<file path="src/rtl/wb_regfile_hilo_pkg.sv">
// Shared constants for the write-back register file: bus widths, zero word,
// null register address and the polarity of enable/reset strobes.
package wb_regfile_hilo_pkg;

    // Bus widths
    localparam int REG_BUS_W      = 32;
    localparam int REG_ADDR_BUS_W = 5;
    localparam int REG_NUM        = 2 ** REG_ADDR_BUS_W;

    // Canonical values
    localparam logic [REG_BUS_W-1:0]      ZERO_WORD    = '0;
    localparam logic [REG_ADDR_BUS_W-1:0] NOP_REG_ADDR = '0;

    // Strobe polarities
    localparam logic WRITE_ENABLE  = 1'b1;
    localparam logic WRITE_DISABLE = 1'b0;
    localparam logic READ_ENABLE   = 1'b1;
    localparam logic READ_DISABLE  = 1'b0;
    localparam logic RST_ENABLE    = 1'b1;

endpackage : wb_regfile_hilo_pkg

</file>
<file path="src/rtl/wb_regfile_hilo_hilo_reg.sv">
// HI/LO special-register pair. Both halves are always written together, and
// a write in flight is bypassed straight to the outputs in the same cycle.
module hilo_reg
    import wb_regfile_hilo_pkg::*;
#(
    parameter int DATA_W = REG_BUS_W
) (
    input  logic              clk,
    input  logic              rst,
    input  logic              whilo,
    input  logic [DATA_W-1:0] hi_i,
    input  logic [DATA_W-1:0] lo_i,
    output logic [DATA_W-1:0] hi_o,
    output logic [DATA_W-1:0] lo_o
);

    logic [DATA_W-1:0] hi_q, hi_d;
    logic [DATA_W-1:0] lo_q, lo_d;

    // Next-state: take the incoming pair when the write strobe is up.
    always_comb begin
        hi_d = hi_q;
        lo_d = lo_q;
        if (whilo == WRITE_ENABLE) begin
            hi_d = hi_i;
            lo_d = lo_i;
        end
    end

    // Storage: synchronous clear wins over any write in the same cycle.
    always_ff @(posedge clk) begin
        if (rst == RST_ENABLE) begin
            hi_q <= DATA_W'(ZERO_WORD);
            lo_q <= DATA_W'(ZERO_WORD);
        end else begin
            hi_q <= hi_d;
            lo_q <= lo_d;
        end
    end

    // Read side: zero under reset, otherwise bypass the pending write.
    always_comb begin
        hi_o = DATA_W'(ZERO_WORD);
        lo_o = DATA_W'(ZERO_WORD);
        if (rst != RST_ENABLE) begin
            if (whilo == WRITE_ENABLE) begin
                hi_o = hi_i;
                lo_o = lo_i;
            end else begin
                hi_o = hi_q;
                lo_o = lo_q;
            end
        end
    end

endmodule : hilo_reg

</file>
<file path="src/rtl/wb_regfile_hilo.sv">
// Architectural register state: 32 GPRs with hardwired $zero, two
// combinational read ports with same-cycle write bypass, and the HI/LO pair.
// There is no handshake: one GPR write and one HI/LO write are accepted
// every cycle, and reads return data in the cycle the address is presented.
module wb_regfile_hilo
    import wb_regfile_hilo_pkg::*;
#(
    parameter int DATA_W = REG_BUS_W,
    parameter int ADDR_W = REG_ADDR_BUS_W
) (
    input  logic              clk,
    input  logic              rst,
    // Write-back bundle
    input  logic              we,
    input  logic [ADDR_W-1:0] waddr,
    input  logic [DATA_W-1:0] wdata,
    input  logic              whilo,
    input  logic [DATA_W-1:0] hi_i,
    input  logic [DATA_W-1:0] lo_i,
    // Decode-stage read ports
    input  logic              re1,
    input  logic [ADDR_W-1:0] raddr1,
    output logic [DATA_W-1:0] rdata1,
    input  logic              re2,
    input  logic [ADDR_W-1:0] raddr2,
    output logic [DATA_W-1:0] rdata2,
    // Execute-stage HI/LO read
    output logic [DATA_W-1:0] hi_o,
    output logic [DATA_W-1:0] lo_o
);

    localparam int NREGS = 2 ** ADDR_W;
    localparam logic [ADDR_W-1:0] ZERO_ADDR = ADDR_W'(NOP_REG_ADDR);
    localparam logic [DATA_W-1:0] ZERO_DATA = DATA_W'(ZERO_WORD);

    logic [DATA_W-1:0] regs_q [NREGS];
    logic              gpr_wr_d;

    // Write qualifier: writes to $zero are dropped at the source.
    always_comb begin
        gpr_wr_d = 1'b0;
        if (we == WRITE_ENABLE && waddr != ZERO_ADDR) begin
            gpr_wr_d = 1'b1;
        end
    end

    // GPR array: synchronous clear of every entry, else single-port write.
    always_ff @(posedge clk) begin
        if (rst == RST_ENABLE) begin
            for (int i = 0; i < NREGS; i++) begin
                regs_q[i] <= ZERO_DATA;
            end
        end else if (gpr_wr_d) begin
            regs_q[waddr] <= wdata;
        end
    end

    // Read port 1: reset, $zero, bypass, array, then disabled, in that order.
    always_comb begin
        rdata1 = ZERO_DATA;
        if (rst == RST_ENABLE) begin
            rdata1 = ZERO_DATA;
        end else if (raddr1 == ZERO_ADDR) begin
            rdata1 = ZERO_DATA;
        end else if (re1 == READ_ENABLE && we == WRITE_ENABLE && raddr1 == waddr) begin
            rdata1 = wdata;
        end else if (re1 == READ_ENABLE) begin
            rdata1 = regs_q[raddr1];
        end
    end

    // Read port 2: same priority chain, fully independent of port 1.
    always_comb begin
        rdata2 = ZERO_DATA;
        if (rst == RST_ENABLE) begin
            rdata2 = ZERO_DATA;
        end else if (raddr2 == ZERO_ADDR) begin
            rdata2 = ZERO_DATA;
        end else if (re2 == READ_ENABLE && we == WRITE_ENABLE && raddr2 == waddr) begin
            rdata2 = wdata;
        end else if (re2 == READ_ENABLE) begin
            rdata2 = regs_q[raddr2];
        end
    end

    hilo_reg #(
        .DATA_W (DATA_W)
    ) u_hilo_reg (
        .clk   (clk),
        .rst   (rst),
        .whilo (whilo),
        .hi_i  (hi_i),
        .lo_i  (lo_i),
        .hi_o  (hi_o),
        .lo_o  (lo_o)
    );

endmodule : wb_regfile_hilo

</file>
<file path="config.mk">
export PLATFORM = sky130hd
export DESIGN_NAME = wb_regfile_hilo
export DESIGN_NICKNAME = d
export VERILOG_FILES = /design/src/rtl/wb_regfile_hilo_pkg.sv /design/src/rtl/wb_regfile_hilo_hilo_reg.sv /design/src/rtl/wb_regfile_hilo.sv
export SDC_FILE = /design/constraint.sdc
export NUM_CORES = 2
export LEC_CHECK = 0
export BUFFER_PORTS_ARGS = -buffer_cell sky130_fd_sc_hd__buf_2
export CORE_MARGIN = 1.5
export CORE_UTILIZATION = 63
export DETAILED_ROUTE_END_ITERATION = 8
export GPL_ROUTABILITY_DRIVEN = 0
export PLACE_DENSITY = 0.84
export SETUP_SLACK_MARGIN = 0.1
export SYNTH_ARGS = -nofsm -noshare
export SYNTH_HDL_FRONTEND = slang
export SYNTH_SLANG_ARGS = --single-unit
</file>
<file path="constraint.sdc">
create_clock -name clk -period 4.08 [get_ports clk]
set_input_delay 0.204 -clock clk [delete_from_list [all_inputs] [get_ports clk]]
set_output_delay 0.204 -clock clk [all_outputs]
set_load 0.02 [all_outputs]
</file>
==> results.cfg <==
[setup_path]
path_delay_family = compound AO/OA/AOI/OAI gates
cp_num_cells = 8
rr_worst_depth = 2
worstPathCellList = buf_2 -> and2_2 -> buf_12 -> a22o_1 -> a221oi_1 -> o22ai_1 -> o41ai_2 -> buf_2
critical_path.endpoint_type = primary output
crit_type = input port to primary output
cpMaxStageDelayCell = o41ai_2
crit_fanout = 31
path_buf_inv = 3
critPathArrivalTime_ns = 3.45
cp-start-kind = input port
cp.required_ns = 3.88
cpMostUsedCell = buf_2
slowest_delay_ns = 0.93

[hold_path]
holdPathStages = 2
hold_class = input port to register

[global_route]
antenna_found_initial = 17
grt_pass1_vias = 43491
grtUsageTotal_pct = 40.35
overflow = 0
grt_pass1_wl_um = 280800
grt_max_degree = 107

[logic_synthesis]
yosys_warnings = 0
synth_top_area_share_pct = 51.93
syn-cell-area_um2 = 59220
yosys.cell_types.count = 57
synthCells = 4660
synth_top_area_cell = edfxtp_1
synth_area_leaders = edfxtp_1 52%, mux2i_1 16%, and2_1 11%, a221oi_1 2.6%, mux2_2 2.5%
avgSynthCellArea_um2 = 12.71
ys_seq_area_share_pct = 54.09
async_reset_ff_share_pct = 0
synth-edff-count = 1024
synth_flop_cell = edfxtp_1
synth-seq-cells = 1088

[cts]
postCtsSetupBuffers = 0
cts_tree = built
h-tree-depth = 3
clock-sinks = 1088
cts.repair.resized = 0
cts_root_buffer = clkbuf_16
clk_path_buf_depth = 3
cts_buffers = 112
insertion_delay_ns = 0.69
clk_pin_slew_ns = 0.06

[placement]
dpl.hpwl_um = 117400
dpl.cell_count = 5874
placed_cell_area_um2 = 61840
io_buffers = 244

[floorplanning]
core.rowCount = 112
dieArea_um2 = 95850
chipHeight_um = 309.6
start_util_pct = 63.55
core_area_um2 = 93190
io_pins = 245
fp.dieW_um = 309.6

[timing]
finalCritPeriodShare_pct = 89.64
rsz0062_at_grt = no
setup_viol = 0
tns_ns = 0
fmax_mhz = 273.4
post-route-min-period_ns = 3.657
worstMarginPinSlew_ns = 1.465
drv_slew = 0
relSlewSlack_pct = 2.329
hold_viol_final = 0
skew_ns = 0

[pwr]
power.leakage_nw = 25.86
worst_ir_drop_vdd_mv = 0.4027
power-per-cell-area_nw_per_um2 = 408.6

[route]
num_vias = 43677
routed_via_density = 7.097
drt_iter0_drc = 7243
drt_first_pass_iters = 6
antenna_left = 0
totalWireLength_um = 196800
drc = 0
wl_per_cell_um = 31.98

[outcome]
outcome = complete, no violations

[final_layout]
syn_to_final_growth_pct = 11.68
fillerInstances = 6077
fin_nets = 4915
drive_gt1_share_pct = 17.61
finish.instance_area_um2 = 66130
final_cell_count_no_fill = 6154

[flow_run]
maxCapViolCount = 0
-- sequential cells by signal, indices dropped and copies added (netlist names) --
signal / cells
u_hilo_reg.hi_q: 32
regs_q: 1024
u_hilo_reg.lo_q: 32
-- cells by family (layout without fill, tap and decap cells) --
kind of cell	count (synthesis)	count (layout)	synth area share (%)
and+or+nand+nor	1220	1220	12.22
buffers and inverters	485	684	4.376
DFF	1088	1088	54.09
muxes	1088	1088	18.67
other	1	42	0.006333
AOI/OAI and AO/OA	768	768	10.50
xor gates and xnor gates	10	10	0.1479
-- repair_timing --
item	in CTS	in global routing
hold endpoints to repair	64	0
setup endpoints to repair	0	0
hold buffers	64	0
-- metrics by stage --
stage | hold WS (ns) | utilization (%) | power, mW | worst slack (ns)
6_report | 0.1187 | 70.97 | 27.02 | 0.4226
5_1_grt | 0.1472 | 70.97 | 27.53 | 0.4982
4_1_cts | 0.1043 | 70.94 | 26.79 | 0.7281
3_5_place_dp | 0.4786 | 66.36 | 16.71 | 0.7405
3_3_place_gp | 0.4704 | 66.36 | 16.60 | 0.7451
2_1_floorplan | 0.4022 | - | 15.47 | 0.4141
-- final timing paths --
path | start | endpoint | slack, ns
max | raddr2[0] | rdata2[15] | 0.42
min | wdata[31] | regs_q[7][31] | 0.12
max reg2reg | u_hilo_reg.hi_q[23] | u_hilo_reg.hi_q[23] | 3.28
min reg2reg | u_hilo_reg.lo_q[19] | u_hilo_reg.lo_q[19] | 0.51
-- power by group --
group	total [mW]	internal (mW)	switching [mW]	leakage, nW
clock network	10.3	5.85	4.45	1.77
registers	13.2	12.8	0.330	10.3
logic	3.57	1.26	2.31	13.8
total	27.0	19.9	7.09	25.9
-- cells in the final DEF (no fill, tap or decap), types with 4 or more instances in the layout --
cell,synthesis,final
a21oi_1,66,66
a221oi_1,173,173
a221oi_2,13,13
a22o_1,124,124
a22oi_1,131,131
and2_1,995,992
buf_12,3,36
buf_2,94,238
buf_4,46,133
buf_8,13,4
bufinv_16,0,7
clkbuf_1,267,33
clkbuf_16,0,120
clkinv_1,0,17
clkinv_2,0,16
clkinv_8,0,4
conb_1,1,32
dfxtp_1,64,64
diode_2,0,10
dlygate4sd3_1,0,64
edfxtp_1,1024,1024
mux2_2,131,131
mux2i_1,957,957
nand2_1,72,72
nand2b_2,0,5
nand3_1,10,10
nor2_1,103,70
nor2_2,2,31
nor2_4,0,4
nor2b_1,12,4
nor2b_4,0,8
o21ai_4,0,31
o22ai_1,156,156
o31ai_1,4,4
o31ai_2,27,27
o41ai_2,31,31
xnor2_1,6,6
xor2_1,4,4
-- worst reg2reg max path, stage by stage (launching register included) --
cell and delay, ns:
dfxtp_1 0.31, mux2i_1 0.22, nor2_1 0.12
-- routing by layer --
metal	track usage [%]	wire (um)	up-vias
met3	10.02	27790	869
met1	51.31	67140	21129
met5	0	25	-
met2	60.96	86990	3872
li1	-	-	17803
met4	28.02	14840	4
-- final cells by class --
cell class	count	area, um2	area share, %
flip-flops and latches	1088	32030	48.43
well taps	1254	1569	2.372
repair buffers	475	3611	5.460
clock buffers	156	3168	4.790
clock inverters	50	464.2	0.7019
diodes	10	25.02	0.03784
inverters	3	11.26	0.01703
multi-input cells	3118	25260	38.19
-- synthesized netlist by cell type (all sizes together) (2+ instances only) --
library cell / n
nor2b: 12
o311a: 2
o31ai: 31
nand3b: 3
a21oi: 66
xor2: 4
mux2i: 957
a221oi: 186
or2: 2
o41ai: 31
buf: 203
xnor2: 6
nand4: 3
inv: 3
nand2b: 7
edfxtp: 1024
or3: 2
nor4: 2
o21ai: 33
nand2: 73
a22o: 124
a22oi: 131
clkbuf: 279
and2: 995
o22ai: 156
dfxtp: 64
mux2: 131
nand3: 11
a311oi: 2
o311ai: 2
nor2: 105
No activity file was read; power rests on OpenSTA's default activity.
